File: config.mk
export PLATFORM = sky130hd
export DESIGN_NAME = hazard_unit
export DESIGN_NICKNAME = d
export VERILOG_FILES = /design/src/rtl/hazard_unit.sv
export SDC_FILE = /design/constraint.sdc
export NUM_CORES = 1
export LEC_CHECK = 0
export BUFFER_PORTS_ARGS = -buffer_cell sky130_fd_sc_hd__clkbuf_2
export CORE_UTILIZATION = 55
export CTS_CLUSTER_DIAMETER = 40
export DETAILED_ROUTE_END_ITERATION = 10
export MAX_ROUTING_LAYER = met4
export PLACE_DENSITY = 0.8
export SYNTH_ARGS = -nofsm -noshare
export SYNTH_HDL_FRONTEND = slang
export SYNTH_SLANG_ARGS = --single-unit
File: constraint.sdc
create_clock -name clk -period 3.9 [get_ports clk]
set_input_delay 0.195 -clock clk [delete_from_list [all_inputs] [get_ports clk]]
set_output_delay 0.195 -clock clk [all_outputs]
set_load 0.005 [all_outputs]
File: src/rtl/hazard_unit.sv
// Pipeline hazard unit: ID-stage dependency detection, load-use/MEM-wait stalls, branch flush.
// Define HAZARD_FWD_EN to build in operand forwarding; otherwise every producer match stalls.
module hazard_unit (
  input  logic        clk,
  input  logic        rst,
  input  logic [4:0]  rs1_ID,
  input  logic [4:0]  rs2_ID,
  input  logic [4:0]  rd_ID,
  input  logic        rs1use_ID,
  input  logic        rs2use_ID,
  input  logic [1:0]  hazard_optype_ID,
  input  logic        Branch_ID,
  input  logic        dmem_ack,
  output logic [1:0]  forward_ctrl_A,
  output logic [1:0]  forward_ctrl_B,
  output logic        PC_EN_IF,
  output logic        reg_FD_EN,
  output logic        reg_FD_flush,
  output logic        reg_DE_EN,
  output logic        reg_DE_flush,
  output logic        reg_EM_EN,
  output logic        reg_MW_flush,
  output logic [15:0] stall_cnt
);

  localparam logic       ST_RUN      = 1'b0;
  localparam logic       ST_MEM_WAIT = 1'b1;
  localparam logic [1:0] OP_NONE     = 2'b00;
  localparam logic [1:0] OP_ALU      = 2'b01;
  localparam logic [1:0] OP_LOAD     = 2'b10;
  localparam logic [1:0] OP_STORE    = 2'b11;

  logic [4:0]  r_ex_rd, r_mem_rd;
  logic [1:0]  r_ex_op, r_mem_op;
  logic        r_state;
  logic [15:0] r_stall_cnt;

  logic        w_ex_prod, w_mem_prod;
  logic        w_ex_a, w_ex_b, w_mem_a, w_mem_b;
  logic        w_mem_acc, w_mem_wait, w_data_stall;
  logic [2:0]  w_res_a, w_res_b;

  // Returns {stall, forward select} for one operand; the EX hit shadows the MEM hit.
  function automatic logic [2:0] resolve(input logic ex_hit, input logic mem_hit,
                                         input logic ex_load, input logic mem_load);
`ifdef HAZARD_FWD_EN
    if (ex_hit)       resolve = ex_load ? 3'b100 : 3'b001;
    else if (mem_hit) resolve = mem_load ? 3'b011 : 3'b010;
    else              resolve = 3'b000;
`else
    resolve = {(ex_hit || mem_hit || (ex_load && mem_load && 1'b0)), 2'b00};
`endif
  endfunction

  assign w_ex_prod  = ((r_ex_op == OP_ALU) || (r_ex_op == OP_LOAD)) && (r_ex_rd != 5'd0);
  assign w_mem_prod = ((r_mem_op == OP_ALU) || (r_mem_op == OP_LOAD)) && (r_mem_rd != 5'd0);
  assign w_ex_a     = w_ex_prod && rs1use_ID && (rs1_ID == r_ex_rd);
  assign w_ex_b     = w_ex_prod && rs2use_ID && (rs2_ID == r_ex_rd);
  assign w_mem_a    = w_mem_prod && rs1use_ID && (rs1_ID == r_mem_rd);
  assign w_mem_b    = w_mem_prod && rs2use_ID && (rs2_ID == r_mem_rd);

  assign w_res_a = resolve(w_ex_a, w_mem_a, r_ex_op == OP_LOAD, r_mem_op == OP_LOAD);
  assign w_res_b = resolve(w_ex_b, w_mem_b, r_ex_op == OP_LOAD, r_mem_op == OP_LOAD);

  // The ack cycle itself lets the pipeline advance, so the finished access leaves MEM.
  assign w_mem_acc    = (r_mem_op == OP_LOAD) || (r_mem_op == OP_STORE);
  assign w_mem_wait   = (w_mem_acc || (r_state == ST_MEM_WAIT)) && !dmem_ack;
  assign w_data_stall = (w_res_a[2] || w_res_b[2]) && !w_mem_wait;

  always_comb begin
    forward_ctrl_A = 2'b00;
    forward_ctrl_B = 2'b00;
    PC_EN_IF       = 1'b1;
    reg_FD_EN      = 1'b1;
    reg_FD_flush   = 1'b0;
    reg_DE_EN      = 1'b1;
    reg_DE_flush   = 1'b0;
    reg_EM_EN      = 1'b1;
    reg_MW_flush   = 1'b0;
    if (rst) begin
      forward_ctrl_A = w_res_a[1:0];
      forward_ctrl_B = w_res_b[1:0];
      if (w_mem_wait) begin
        PC_EN_IF     = 1'b0;
        reg_FD_EN    = 1'b0;
        reg_DE_EN    = 1'b0;
        reg_EM_EN    = 1'b0;
        reg_MW_flush = 1'b1;
      end else if (w_data_stall) begin
        PC_EN_IF     = 1'b0;
        reg_FD_EN    = 1'b0;
        reg_DE_flush = 1'b1;
      end else begin
        reg_FD_flush = Branch_ID;
      end
    end
  end

  always_ff @(posedge clk) begin
    if (!rst) begin
      r_ex_rd  <= 5'd0;
      r_ex_op  <= OP_NONE;
      r_mem_rd <= 5'd0;
      r_mem_op <= OP_NONE;
      r_state  <= ST_RUN;
    end else begin
      r_state <= w_mem_wait ? ST_MEM_WAIT : ST_RUN;
      if (!w_mem_wait) begin
        r_mem_rd <= r_ex_rd;
        r_mem_op <= r_ex_op;
        if (w_data_stall) begin
          r_ex_rd <= 5'd0;
          r_ex_op <= OP_NONE;
        end else begin
          r_ex_rd <= rd_ID;
          r_ex_op <= hazard_optype_ID;
        end
      end
    end
  end

  always_ff @(posedge clk) begin
    if (!rst)
      r_stall_cnt <= 16'd0;
    else if ((w_mem_wait || w_data_stall) && (r_stall_cnt != 16'hFFFF))
      r_stall_cnt <= r_stall_cnt + 16'd1;
  end

  assign stall_cnt = r_stall_cnt;

endmodule

# Word level (Yosys, flattened, before mapping)
# Index checks and enable logic that the tools add are counted.
[totals]
wordCells = 57
regBits = 31
inputBits = 23
output_inout_bits = 27
[classes]
n_eq_ne = 10
addsub = 1
reduce_logical = 25
mux = 15
[ops]
columns = ["cell", "n"]
rows = [
  ["5-bit == test", 4],
  ["16-bit by 1-bit adder with 16-bit output (second input constant)", 1],
  ["16-bit != test (second input constant)", 1],
  ["1-bit logical AND", 13],
  ["1-bit two-way mux", 13],
  ["5-bit nonzero test", 2],
  ["1-bit logical OR", 8],
  ["2-bit == test (second input constant)", 3],
  ["5-bit two-way mux", 1],
  ["2-bit by 1-bit == test with 1-bit output (second input constant)", 2],
  ["1-bit logical NOT", 2],
  ["2-bit two-way mux", 1],
]

# Depth between registers and ports, before layout
[depth]
depth_word = 11
mapped_depth = 8
ltp_nobuf = 7

# Worst setup path after synthesis
# No wires, ideal clock.
[synth_path]
path_kind = "reg-to-output"
startpoint = "register r_mem_op[0]"
endpoint = "output reg_FD_EN"
path_buffers = 2
t_required_ns = 3.705
path_stages_with_launch = 9
arrival_time_ns = 1.743
slack_ns = 1.962
cell_sequence = "dfxtp_1 > inv_1 > ha_1 > nor3_1 > nor2_4 > a221oi_4 > buf_4 > nand2b_1 > buf_4"
[synth_via]
elab_chain_len = 11
word_cells_on_any_way = 20
classes_between = "eq/ne (3); mux (3); reduce/logical (14)"
[synth_rtl]
columns = ["element", "line_no", "text"]
rows = [
  ["from (decl)", "34", "logic [1:0] r_ex_op, r_mem_op;"],
  ["from (signal assigned)", "110", "r_mem_op <= r_ex_op;"],
  ["2-bit by 1-bit == test with 1-bit output or 2-bit == test (tied branches)", "56, 66", ""],
  ["1-bit logical OR", "56", "assign w_mem_prod = ((r_mem_op == OP_ALU) || (r_mem_op == OP_LOAD)) && (r_mem_rd != 5'd0);"],
  ["1-bit logical AND", "56", ""],
  ["1-bit logical AND (on tied branches) (2 in a row)", "59, 60", ""],
  ["1-bit logical OR", "51", "resolve = {(ex_hit || mem_hit || (ex_load && mem_load && 1'b0)), 2'b00};"],
  ["1-bit logical OR", "68", "assign w_data_stall = (w_res_a[2] || w_res_b[2]) && !w_mem_wait;"],
  ["1-bit logical AND", "68", ""],
  ["1-bit two-way mux", "--", ""],
  ["1-bit two-way mux * (2 in a row)", "--", ""],
  ["to (decl)", "17", "output logic reg_FD_EN,"],
]
# Every way passes the cells marked *; elsewhere a longest branch is shown, timed or not.

# Final worst setup path
[layout_path]
startpoint = "register r_mem_op[0]"
endpoint = "output reg_FD_flush"
[layout_via]
elab_chain_len = 11
word_cells_on_any_way = 20
classes_between = "eq/ne (3); mux (3); reduce/logical (14)"
[layout_rtl]
columns = ["element", "line_no", "text"]
rows = [
  ["2-bit by 1-bit == test with 1-bit output or 2-bit == test (tied branches)", "56, 66", ""],
  ["1-bit logical OR", "56", ""],
  ["1-bit logical AND", "56", ""],
  ["1-bit logical AND (on tied branches) (2 in a row)", "59, 60", ""],
  ["1-bit logical OR", "51", ""],
  ["1-bit logical OR", "68", ""],
  ["1-bit logical AND", "68", ""],
  ["1-bit two-way mux", "89", "end else if (w_data_stall) begin"],
  ["1-bit two-way mux *", "83", "if (w_mem_wait) begin"],
  ["1-bit two-way mux *", "80", "if (rst) begin"],
  ["to (decl)", "18", "output logic reg_FD_flush,"],
]
# Marked as above.

==> impl_metrics.env <==
export IMPL_status="finished clean"
export IMPL_synthTopCellsByArea="dfxtp_1 35%, xnor2_1 10%, mux2i_1 7.8%"
export IMPL_htree_levels=2
export IMPL_rows=20
export IMPL_antenna_cells=0
export IMPL_slew_headroom=0.2933
export IMPL_drc_errors=0
export IMPL_fmax_mhz=363.0
export IMPL_final_common_cell="clkbuf_2"
export IMPL_final_cell_mix="45 x clkbuf_2, 31 x dfxtp_1, 21 x xnor2_1"
export IMPL_grt_pass1_wl_um=6085
export IMPL_crit_fanout=28
export IMPL_post_dp_hpwl_um=2624
export IMPL_critPathLaunch="r_mem_op[0]"
export IMPL_syn_area_mm2=0.001798
export IMPL_wire_per_inst_um=12.85
export IMPL_hold_viol=0
export IMPL_min_path_type="input pin to register"
export IMPL_die_h_um=59.18
export IMPL_cts_tree="yes"
export IMPL_fin_skew_ns=0.01229
export IMPL_cts_sink_count=31
export IMPL_drive_above_1_share=0.2723
export IMPL_fin_crit_sh=0.7063
export IMPL_setup_tns_ns=0
export IMPL_fin_crit_ns=2.755
export IMPL_layout_area_overhead_vs_synth_pct=14.20
export IMPL_synthArstFlopShare=0
export IMPL_synth_seq_cells=31
export IMPL_arrival_ns=2.56
export IMPL_portBuffers=45
export IMPL_globalRoute_totalOverflow=0
export IMPL_firstDrtPassIters=4
export IMPL_vias=1516
export IMPL_ir_drop_uv=163.9
export IMPL_dpl_instance_area_mm2=0.001984
export IMPL_yosysTopAreaCell="dfxtp_1"
export IMPL_synth_avg_cell_area_um2=9.316
export IMPL_drt_first_iter_violations=56
export IMPL_r2r_cells=7
export IMPL_start_util=0.5841
export IMPL_cp_start_kind="register"
export IMPL_cts_resized=0
export IMPL_final_nets=260
export IMPL_holdPathStages=2
export IMPL_die_x_um=59.18
export IMPL_finalSetupViolations=0
export IMPL_p_leak_uw=0.0007487
export IMPL_ant_nets=0
export IMPL_min_from="rd_ID[2]"
export IMPL_yosys_cell_types_count=38
export IMPL_cap_violations=0
export IMPL_yosysSeqAreaShare=0.3452
export IMPL_grt_total_usage=0.2410
export IMPL_die_area_mm2=0.003502
export IMPL_root_buffer="clkbuf_4"
export IMPL_synthCells=193
export IMPL_clockBufferDepth=2
export IMPL_path_class="register to output pin"
export IMPL_synth_flop_cell="dfxtp_1"
export IMPL_finalPower_uw=646.0
export IMPL_cts_buffers=5
export IMPL_grt_antenna_before_repair=0
export IMPL_grt_max_degree=29
export IMPL_gp_congestion=0.7213
export IMPL_grt_pass1_vias=1382
export IMPL_synth_edf_count=0
export IMPL_ios=50
export IMPL_core_mm2=0.003078
export IMPL_synth_top_area_frac=0.3452
export IMPL_crit_required_ns=3.70
export IMPL_critPathCaptureType="output pin"
export IMPL_post_cts_buffers=0
export IMPL_clock_latency_ns=0.34
export IMPL_worst_pin_slew_ns=1.060
export IMPL_slew_violations=0
export IMPL_path_clk_slew_ns=0.09
export IMPL_finalInstanceArea_mm2=0.002053
export IMPL_cellPowerDensity_mw_per_mm2=314.6
export IMPL_wl_um=3585
export IMPL_vias_per_cell=5.434
export IMPL_ys_warn_count=0
export IMPL_hold_buffers=0
export IMPL_grt_setup_unrepaired="false"
export IMPL_worstReg2RegStart="r_mem_op[0]"
[cell usage after synthesis (2+ instances only)]
| cell | number |
|---|---|
| nor3b_1 | 2 |
| mux2i_1 | 14 |
| clkinv_1 | 2 |
| nor4b_2 | 2 |
| a22o_1 | 7 |
| nor2_4 | 2 |
| nand2_1 | 14 |
| dfxtp_1 | 31 |
| nand4_1 | 5 |
| xnor2_1 | 21 |
| and3_1 | 3 |
| buf_6 | 3 |
| o22ai_2 | 2 |
| buf_4 | 8 |
| ha_1 | 3 |
| nand3_1 | 7 |
| a21oi_1 | 10 |
| nor4_2 | 3 |
| inv_1 | 4 |
| nand2b_1 | 6 |
| nor2_1 | 10 |
| clkbuf_1 | 3 |
| o21ai_1 | 3 |
| o31ai_1 | 6 |
| or4_1 | 6 |
| nor3_1 | 4 |
[final timing paths]
path / end / slack [ns]
setup / recovery: reg_FD_flush / 1.15
hold reg to reg: stall_cnt[10] / 0.49
hold / removal: r_ex_rd[2] / 0.08
setup reg to reg: r_ex_rd[0] / 1.44
[per-stage QoR]
stage               hold WS [ns]    util  setup slack, ns  instances
finish                   0.07542  0.6671            1.145        279
global route             0.06513  0.6671           0.8983        279
CTS                      0.06252  0.6671            1.100        279
detailed placement        0.4100  0.6447            1.421        271
global placement          0.4152  0.6447            1.486        271
floorplan                 0.3205       -            1.962        196
[critical path: stages, from the launching register on]
cell and delay (ns):
dfxtp_1 0.36, inv_1 0.05, ha_1 0.18, nor3_1 0.31, nor2_4 0.14, a221oi_4 0.81
and3_1 0.26, clkbuf_2 0.11
[state kept, by name, summed over array words and instances (netlist names)]
name       cells
r_ex_op        2
r_state        1
stall_cnt     16
r_mem_rd       5
r_mem_op       2
r_ex_rd        5
[routing by layer]
metal | up-vias | track usage | wire length, µm
met4 | 0 | 0.1020 | 76
li1 | 770 | - | -
met3 | 8 | 0.06550 | 146
met1 | 700 | 0.3071 | 1779
met2 | 38 | 0.3588 | 1584
met5 | - | - | 0
[cell families after synthesis]
| logic type | after synthesis | share of synthesized area |
|---|---|---|
| muxes | 14 | 0.07794 |
| buffers and inverters | 20 | 0.07098 |
| AOI/OAI and AO/OA | 33 | 0.1406 |
| adders and majority gates | 3 | 0.02088 |
| and+or+nand+nor | 70 | 0.2401 |
| other | 1 | 0.002086 |
| DFF | 31 | 0.3452 |
| xor gates and xnor gates | 21 | 0.1023 |
[area by class of cell]
cell class              count  area, µm²
clock buffers               8      68.82
repair buffers             45      225.2
multi-input cells         145       1061
flip-flops and latches     31      620.6
inverters                   6      22.52
well taps                  44      55.05
fillers                   288       1025
[report_power, final]
part           internal, µW  switching, µW
logic                  43.6           46.2
registers               327           15.6
clock network           106            108
total                   477            169
Note: power is estimated with default switching activity, not from simulation.
